`src/rtl/branch_resolve_ctrl.sv`:
```
// branch_resolve_ctrl: D-stage conditional branch resolver with operand-wait stall and perf counters
// Ports:
//   clk, reset (async, active-low)
//   br_valid, br_op, pc_d, imm16       decoded branch in D
//   rs_val, rt_val, rs_ready, rt_ready forwarded operands and their readiness
//   kill                               synchronous flush, highest priority
//   stall_d                            freeze F/D (combinational)
//   resolve_valid, taken, target_pc    one-cycle resolve pulse with held result
//   hazard_err                         sticky wait-timeout / illegal-op flag
//   br_count, taken_count              resolved / resolved-taken counters
module branch_resolve_ctrl #(
    parameter int WAIT_MAX = 15,
    parameter int CNT_W    = 32
) (
    input  logic             clk,
    input  logic             reset,
    input  logic             br_valid,
    input  logic [3:0]       br_op,
    input  logic [31:0]      pc_d,
    input  logic [15:0]      imm16,
    input  logic [31:0]      rs_val,
    input  logic [31:0]      rt_val,
    input  logic             rs_ready,
    input  logic             rt_ready,
    input  logic             kill,
    output logic             stall_d,
    output logic             resolve_valid,
    output logic             taken,
    output logic [31:0]      target_pc,
    output logic             hazard_err,
    output logic [CNT_W-1:0] br_count,
    output logic [CNT_W-1:0] taken_count
);
    typedef enum logic [1:0] {IDLE, WAIT, RESP} state_t;
    localparam logic [7:0] WMAX = 8'(WAIT_MAX);
    state_t      state;
    logic [3:0]  op_q;
    logic [31:0] pc_q;
    logic [15:0] imm_q;
    logic [7:0]  wcnt;
    logic [7:0]  wcnt_n;
    logic [3:0]  op;
    logic [3:0]  sel;
    logic [31:0] src_pc;
    logic [15:0] src_imm;
    logic [31:0] b;
    logic [31:0] tgt;
    logic        idle;
    logic        need_rt;
    logic        illegal;
    logic        rdy;
    logic        eq;
    logic        gt;
    logic        lt;
    logic        cond;
    // In IDLE the branch is evaluated straight from the D-stage inputs so a
    // ready branch resolves next cycle; in WAIT the captured copy is used.
    assign idle    = state == IDLE;
    assign op      = idle ? br_op : op_q;
    assign src_pc  = idle ? pc_d : pc_q;
    assign src_imm = idle ? imm16 : imm_q;
    assign illegal = op >= 4'd12;
    assign need_rt = op <= 4'd5;
    // Illegal codes need no operands: they resolve at once as not taken.
    assign rdy     = illegal | (rs_ready & (rt_ready | ~need_rt));
    assign b       = need_rt ? rt_val : 32'd0;
    assign eq      = rs_val == b;
    assign gt      = $signed(rs_val) > $signed(b);
    assign lt      = $signed(rs_val) < $signed(b);
    // Codes 6-11 are the zero-compare twins of 0-5 in the same order.
    assign sel     = need_rt ? op : op - 4'd6;
    assign cond    = illegal ? 1'b0 :
                     sel == 4'd0 ? eq :
                     sel == 4'd1 ? gt :
                     sel == 4'd2 ? lt :
                     sel == 4'd3 ? ~eq :
                     sel == 4'd4 ? ~lt : ~gt;
    assign tgt     = src_pc + 32'd4 + {{14{src_imm[15]}}, src_imm, 2'b00};
    assign wcnt_n  = wcnt == WMAX ? wcnt : wcnt + 8'd1;
    assign resolve_valid = (state == RESP) & ~kill;
    assign stall_d = reset & ~kill & ((idle & br_valid) | (state == WAIT));
    always_ff @(posedge clk or negedge reset) begin
        if (!reset) begin
            state       <= IDLE;
            op_q        <= '0;
            pc_q        <= '0;
            imm_q       <= '0;
            wcnt        <= '0;
            taken       <= 1'b0;
            target_pc   <= '0;
            hazard_err  <= 1'b0;
            br_count    <= '0;
            taken_count <= '0;
        end else if (kill) begin
            state <= IDLE;
        end else begin
            case (state)
                IDLE: if (br_valid) begin
                    op_q  <= br_op;
                    pc_q  <= pc_d;
                    imm_q <= imm16;
                    wcnt  <= '0;
                    if (illegal) hazard_err <= 1'b1;
                    if (rdy) begin
                        taken     <= cond;
                        target_pc <= tgt;
                        state     <= RESP;
                    end else begin
                        state <= WAIT;
                    end
                end
                WAIT: if (rdy) begin
                    taken     <= cond;
                    target_pc <= tgt;
                    state     <= RESP;
                end else begin
                    wcnt <= wcnt_n;
                    if (wcnt_n == WMAX) hazard_err <= 1'b1;
                end
                RESP: begin
                    br_count    <= br_count + 1'b1;
                    taken_count <= taken_count + CNT_W'(taken);
                    state       <= IDLE;
                end
                default: state <= IDLE;
            endcase
        end
    end
endmodule

```
`config.mk`:
```
export PLATFORM = sky130hd
export DESIGN_NAME = branch_resolve_ctrl
export DESIGN_NICKNAME = d
export VERILOG_FILES = /design/src/rtl/branch_resolve_ctrl.sv
export SDC_FILE = /design/constraint.sdc
export NUM_CORES = 1
export LEC_CHECK = 0
export ABC_AREA = 1
export BUFFER_PORTS_ARGS = -buffer_cell sky130_fd_sc_hd__buf_2
export CELL_PAD_IN_SITES_DETAIL_PLACEMENT = 1
export CELL_PAD_IN_SITES_GLOBAL_PLACEMENT = 1
export CORE_MARGIN = 3
export CORE_UTILIZATION = 30
export DETAILED_ROUTE_END_ITERATION = 12
export PLACE_DENSITY_LB_ADDON = 0.1
export SLEW_MARGIN = 30
export SYNTH_ARGS = -nofsm -noshare
export SYNTH_HDL_FRONTEND = slang
export SYNTH_SLANG_ARGS = --single-unit
```
`constraint.sdc`:
```
create_clock -name clk -period 3.9 [get_ports clk]
set_clock_uncertainty 0.1 [all_clocks]
set_input_delay 0.39 -clock clk [delete_from_list [all_inputs] [get_ports clk]]
set_output_delay 0.39 -clock clk [all_outputs]
set_load 0.005 [all_outputs]
```
**Yosys cells after proc, flatten, opt, wreduce, memory -nomap -nowiden**

Index checks and enable logic that the tools add are counted.

- $add $sub $neg: 6
- Eq/ne operators: 15
- Bitwise gates (word level): 13
- Reduce and logical (&&, ||, !) cells: 9
- Multiplexer cells: 31
- Magnitude comparators: 4

Operators by type and width:

| operator | number |
|---|---|
| $mux W32 | 4 |
| $pmux W32 S2 | 1 |
| $add A32 B1 Y32 | 1 |
| $add A32 B1 Y32 const B | 1 |
| $add A32 B3 Y32 const B | 1 |
| $add A32 B32 Y32 | 1 |
| $eq A32 B32 Y1 | 1 |
| $gt A32 B32 Y1 | 1 |
| $lt A32 B32 Y1 | 1 |
| $mux W8 | 3 |
| $eq A8 B4 Y1 const B | 2 |
| $mux W16 | 1 |
| $pmux W8 S2 | 1 |
| $mux W1 | 12 |
| $add A8 B1 Y8 const B | 1 |
| $eq A4 B2 Y1 const B | 2 |
| $mux W2 | 4 |
| $mux W4 | 2 |
| $ne A3 B3 Y1 const B | 2 |
| $reduce_and A3 Y1 | 2 |
| $reduce_and A6 Y1 | 1 |
| $and A1 B1 Y1 | 5 |
| $not A1 Y1 | 5 |
| $eq A4 B1 Y1 const B | 1 |
| 16 further kinds | 22 |

- Bits of input ports: 122
- Bits in registers: 160
- Output and inout port bits: 100
- Logic and storage cells: 88

**Longest topological paths before layout**

- Depth after elaboration: 15
- Depth in mapped cells: 27
- Mapped depth without buffers: 26

**Worst setup path after synthesis**

No wires, ideal clock.

- Path kind: register -> register
- Start: reg state[0]
- End: reg target_pc[24]
- Cell stages (with the launch flop): 15
- Data arrival time: 3.674 ns
- Path buffers: 1
- Required time: 3.683 ns
- Library setup time: 0.117 ns
- Slack: 0.009 ns
- Period minus slack after synthesis: 3.891 ns
- Path through: dfrtp_1 -> buf_4 -> nor2_8 -> inv_2 -> o21ai_0 -> ha_1 -> ha_1 -> a21oi_1 -> o21ai_0 -> a21oi_1 -> nand3_1 -> a21o_1 -> or2_2 -> nand3_1 -> nand2_1

- Word-level cells in the longest chain between the ends: 10
- Elaborated cells on any way between the ends: 19
- Those cells by class: add/sub (2); order compare (2); eq/ne (2); mux (6); bitwise (4); reduce/logical (3)

Ends and longest elaborated chain:

| item | RTL line | text |
|---|---|---|
| start: declaration | 36 | `state_t state;` |
| start signal: assignment | 84 | `state <= IDLE;` |
| start signal: assignment | 95 | `state <= IDLE;` |
| start signal: assignment | 107 | `state <= RESP;` |
| parallel branches: the longest is 10 deep, another holds $add A32 B3 Y32 | - |  |
| end signal: assignment | 106 | `target_pc <= tgt;` |
| end signal: assignment | 114 | `target_pc <= tgt;` |
| end: declaration | 29 | `output logic [31:0] target_pc,` |

Several ways; the timed one is not identified. The select of a mux whose other input is x is not followed.
A chain may end at the register's enable or synchronous reset.

**Worst setup path in the final report**

- Start: reg state[0]
- End: reg target_pc[21]

Same word-level chain as after synthesis.

==> metrics list <==
- The run finished with clean final reports.
- Yosys warning total: 0
- Before antenna repair, the detailed router went through 4 iterations.
* Maximum number of pins on one net before global-route repair: 103
- Slew margin rel.: 0.5634
* Number of routed nets with antenna violations: 0
* Synthesized instance count: 1,347
* Average routed wire per standard cell: 15.46 microns
- In this run, placement finished with an instance count of 2,009.
- Most heavily used metal layer in global routing: met2
* Largest stage delay on the critical path: 0.49 ns
- Worst r2r src: state[0]
- The worst-case IR drop observed on VDD is 334.7 uV.
- The portion of synthesized area spent on multiplexers is 0.002156.
* Fraction of final layout cells sized beyond drive strength 1: 0.2014
* Min Clock Period, post-route: 3.496 ns
* Cell class contributing the biggest share of worst-path delay: compound AO/OA/AOI/OAI gates
- Adder-cell share of the synthesized area: 0.1145
- I/O pin count: 222
* Number of library cell types mapped by synthesis: 51
- The floorplan step defined a die boundary enclosing 37,090 sq um.
- Along the worst path, the maximum fanout reaches 29.
* Initial antenna violation count: 0
- Area overhead of the layout relative to synthesis: 23.12%
- Layout Nets: 1,798
* H-tree levels: 4
* Leakage power: 6.939 nW
- For this run, global-route usage on met2 was measured as 0.2960.
- The total overflow left after global routing is 0.
- Crit path launch: state[0]
* Critical path class: reg2reg
- Synthesis inferred 160 register bits.
- The multi-input combinational cells in the finished layout cover a total of 5722 sq um.
- Clock Tree Root: sky130_fd_sc_hd__clkbuf_16
* PwrDens: 611.5 nW/um^2
- After detailed routing, the total wire length is 31,570 microns.
- After synthesis, the mean cell area works out to 7.754 sq um.
- Number of clock sinks: 160
- Setup repair after global routing left no endpoint under its margin.
- Of the total synthesized cell area, the portion taken by AND, OR, NAND and NOR gates is 0.2428.
- WHS: 0.1031 ns
- In this run the horizontal extent of the chip is 192.6 microns.
* Setup crit start kind: flop
* Post-CTS clock slew at the launch and capture registers of the worst setup and hold paths: 0.07 ns
* Library cell contributing the largest single delay on the critical path: sky130_fd_sc_hd__dfrtp_2
* Cell types occupying the most area after synthesis: sky130_fd_sc_hd__dfrtp_1, sky130_fd_sc_hd__nand2_1, sky130_fd_sc_hd__ha_1, sky130_fd_sc_hd__o21ai_0, sky130_fd_sc_hd__inv_1
- Net count after synthesis: 1,564
* Worst path arrival time: 3.70 ns
- Pins Over Slew Limit: 0
* Detailed-placement wirelength estimate: 24,800 microns
- Final period utilization: 0.8965
* Largest family of logic cells by synthesized area: simple AND/OR/NAND/NOR gates
* Setup TNS: 0 ns
* GR met1 Demand/Resource: 0.2328
- Number of buffers and inverters on the critical path: 4
- Count of maximum capacitance violations: 0
- RePlAce Congestion: 0.7972
- In this run the tool buffered the top-level ports with 221 buffer cells.
- Grt met3 use: 0.03070
- Global-route wire length before repair: 51,520 microns
- Rows: 67
- The floorplan step set the die height to 192.6 microns.
- Counting flops with an async set or reset pin after synthesis yields a share of 1.000.
- Of the post-synthesis cell area, the dominant cell type holds 0.3833.
- The floorplan step defined a core boundary enclosing 33,950 sq um.
- Max Root-Sink Buffers: 2
- Based on the critical path, the design can be clocked at up to 0.2860 GHz.
- # setup viols final: 0
- The share of the Yosys chip area taken by registers is 0.3833.
- Library cell appearing most often on the critical path: sky130_fd_sc_hd__o21ai_0
* Endpoint type of the worst setup path: flop
- Actual slew at the worst max-slew pin: 0.6549 ns
* Final Instance Count excl. Fillers: 2,042
- The share of the synthesized area in compound gates (AO/OA/AOI/OAI) came to 0.1180.
- After filler insertion, the fill cell instance count of the layout stands at 4,247.
- Vias in the first global route: 10.04k
- Cell-by-cell trace of the critical path: nor2_8 -> inv_2 -> buf_12 -> nand2_1 -> o21ai_0 -> ha_1 -> fa_1 -> inv_1 -> o21ai_0 -> buf_4 -> nand2_1 -> nand2_1 -> a21oi_1 -> o21ai_0 -> a21oi_1 -> xor2_1 -> o21ai_0
- In this run the most critical hold path is launched from pc_d[1].
- Storage cell area: 4005 sq um
* Initial detailed-routing violation count: 330
- Largest area contributor in the synthesized netlist: sky130_fd_sc_hd__dfrtp_1
* Count of flip-flops with a built-in enable after synthesis: 0
- 0 antenna diodes ended up in the layout.
- For this run, the total global-route usage over all layers was measured as 0.1735.
- Once the clock tree was built, the setup fixing pass inserted 0 buffers.
* Most used DFF post-synth: sky130_fd_sc_hd__dfrtp_1
* Worst hold path type: in2reg
- For this configuration, the core starts out at a cell density of 0.3076.
- Number of buffers inserted during clock tree synthesis: 17
* Area share of xor/xnor cells in the synthesized design: 0.06792
- TritonCTS built the clock tree.
- The final hold violation count was 0.
- Vias after detailed routing: 9,560
* Insertion delay of the later-clocked pin in the worst-skew pair: 0.44 ns
- Required time of the worst setup path: 4.11 ns
- Cell Area, Synth: 10,450 sq um
- Using the TritonRoute via totals, the vias-per-cell ratio works out to 4.682.
- For this run, design rule violations remaining after detail routing come to 0.
registers in the layout (all words and copies together) (netlist names):
signal       cells
taken            1
imm_q           16
pc_q            32
hazard_err       1
op_q             4
wcnt             8
target_pc       32
state            2
taken_count     32
br_count        32
placed cells by master (no fill, tap or decap), types with 7 or more instances in the layout:
cell type                   instances
sky130_fd_sc_hd__a21o_1            11
sky130_fd_sc_hd__a21oi_1           49
sky130_fd_sc_hd__buf_2            220
sky130_fd_sc_hd__buf_4             20
sky130_fd_sc_hd__clkbuf_16         17
sky130_fd_sc_hd__dfrtp_1          159
sky130_fd_sc_hd__ha_1              94
sky130_fd_sc_hd__inv_1            156
sky130_fd_sc_hd__inv_6              7
sky130_fd_sc_hd__nand2_1          380
sky130_fd_sc_hd__nand3_1           49
sky130_fd_sc_hd__nand4_1           18
sky130_fd_sc_hd__nor2_1            78
sky130_fd_sc_hd__nor3_1            19
sky130_fd_sc_hd__nor4_1             7
sky130_fd_sc_hd__o21ai_0          137
sky130_fd_sc_hd__xnor2_1           29
sky130_fd_sc_hd__xor2_1            52
kinds of logic after synthesis:
| family | count (synthesis) |
|---|---|
| AND/OR/NAND/NOR | 588 |
| AO/OA/AOI/OAI | 226 |
| buffers and inverters | 195 |
| flip-flops | 160 |
| adder cells (fa/ha/maj) | 95 |
| XOR/XNOR | 81 |
| multiplexers | 2 |
cell usage after synthesis (3+ instances only):
| library cell | number |
|---|---|
| sky130_fd_sc_hd__nand3b_1 | 3 |
| sky130_fd_sc_hd__xor2_1 | 52 |
| sky130_fd_sc_hd__o21bai_1 | 3 |
| sky130_fd_sc_hd__a32o_1 | 4 |
| sky130_fd_sc_hd__nor3_2 | 6 |
| sky130_fd_sc_hd__a21oi_1 | 50 |
| sky130_fd_sc_hd__buf_2 | 6 |
| sky130_fd_sc_hd__nor2_1 | 78 |
| sky130_fd_sc_hd__o21ai_1 | 5 |
| sky130_fd_sc_hd__buf_1 | 3 |
| sky130_fd_sc_hd__clkbuf_1 | 23 |
| sky130_fd_sc_hd__xnor2_1 | 29 |
| sky130_fd_sc_hd__nor4_1 | 7 |
| sky130_fd_sc_hd__ha_1 | 94 |
| sky130_fd_sc_hd__o21ai_0 | 138 |
| sky130_fd_sc_hd__inv_2 | 5 |
| sky130_fd_sc_hd__nand2_1 | 383 |
| sky130_fd_sc_hd__nor2_4 | 3 |
| sky130_fd_sc_hd__o22ai_1 | 3 |
| sky130_fd_sc_hd__nand2_2 | 3 |
| sky130_fd_sc_hd__a21o_1 | 11 |
| sky130_fd_sc_hd__dfrtp_1 | 160 |
| sky130_fd_sc_hd__nor3_1 | 19 |
| sky130_fd_sc_hd__nand3_2 | 3 |
| sky130_fd_sc_hd__nand4_1 | 18 |
| sky130_fd_sc_hd__or2_2 | 6 |
| sky130_fd_sc_hd__inv_1 | 156 |
| sky130_fd_sc_hd__nand3_1 | 49 |
routing by layer:
layer,vias up,wire length (microns),part of all wire
met3,18,1064,0.034
met5,-,0,0
li1,4855,-,-
met2,144,15350,0.49
met4,0,218,0.0069
met1,4543,14930,0.47
worst register-to-register path, stage by stage, from the launching register on:
cell and delay [ns]:
sky130_fd_sc_hd__dfrtp_2 0.49, sky130_fd_sc_hd__nor2_8 0.14, sky130_fd_sc_hd__inv_2 0.09, sky130_fd_sc_hd__buf_12 0.17, sky130_fd_sc_hd__nand2_1 0.07, sky130_fd_sc_hd__o21ai_0 0.09
sky130_fd_sc_hd__ha_1 0.33, sky130_fd_sc_hd__fa_1 0.47, sky130_fd_sc_hd__inv_1 0.07, sky130_fd_sc_hd__o21ai_0 0.08, sky130_fd_sc_hd__buf_4 0.16, sky130_fd_sc_hd__nand2_1 0.06
sky130_fd_sc_hd__nand2_1 0.08, sky130_fd_sc_hd__a21oi_1 0.25, sky130_fd_sc_hd__o21ai_0 0.19, sky130_fd_sc_hd__a21oi_1 0.20, sky130_fd_sc_hd__xor2_1 0.23, sky130_fd_sc_hd__o21ai_0 0.10
power breakdown:
part	internal (mW)	leakage [nW]	switching (mW)	total, mW
sequential	2.07	2.02	0.275	2.35
clock	0.920	0.282	0.807	1.73
combinational	1.52	4.63	2.27	3.79
total	4.51	6.94	3.35	7.86
metrics by stage:
step                      cell area (sq um)  power (mW)  utilization  setup WS [ns]
after floorplan                       10450       4.800            -       0.008719
after global placement                12230       6.127       0.3602         0.2753
after detailed placement              12230       6.198       0.3602        0.09391
after CTS                             12830       8.012       0.3779         0.1023
after global routing                  12860       8.690       0.3788        0.02301
final                                 12860       7.864       0.3788         0.4037
layout make-up:
type	instances	area share
clock buffers	18	0.03415
clock inverters	14	0.01158
inverters	162	0.04738
multi-input cells	992	0.4449
flip-flops and latches	160	0.3114
well taps	448	0.04359
repair buffers	248	0.1069
path summary, 6_finish.rpt:
kind                                   end  slack [ns]  depth (start not counted)
min                                pc_q[1]        0.10                          2
min in group asynchronous    target_pc[17]        0.42                          2
max in group asynchronous     br_count[25]        2.25                          3
min reg2reg                taken_count[31]        0.37                          1
max                          target_pc[21]        0.40                         17
max reg2reg                  target_pc[21]        0.40                         17
repair_timing:
action | CTS | global route
endpoints found under the setup margin | 0 | 5
gates resized for setup | 0 | 7
endpoints found under the hold margin | 61 | 0
hold buffers | 1 | 0
(Power assumes the default switching activity.)
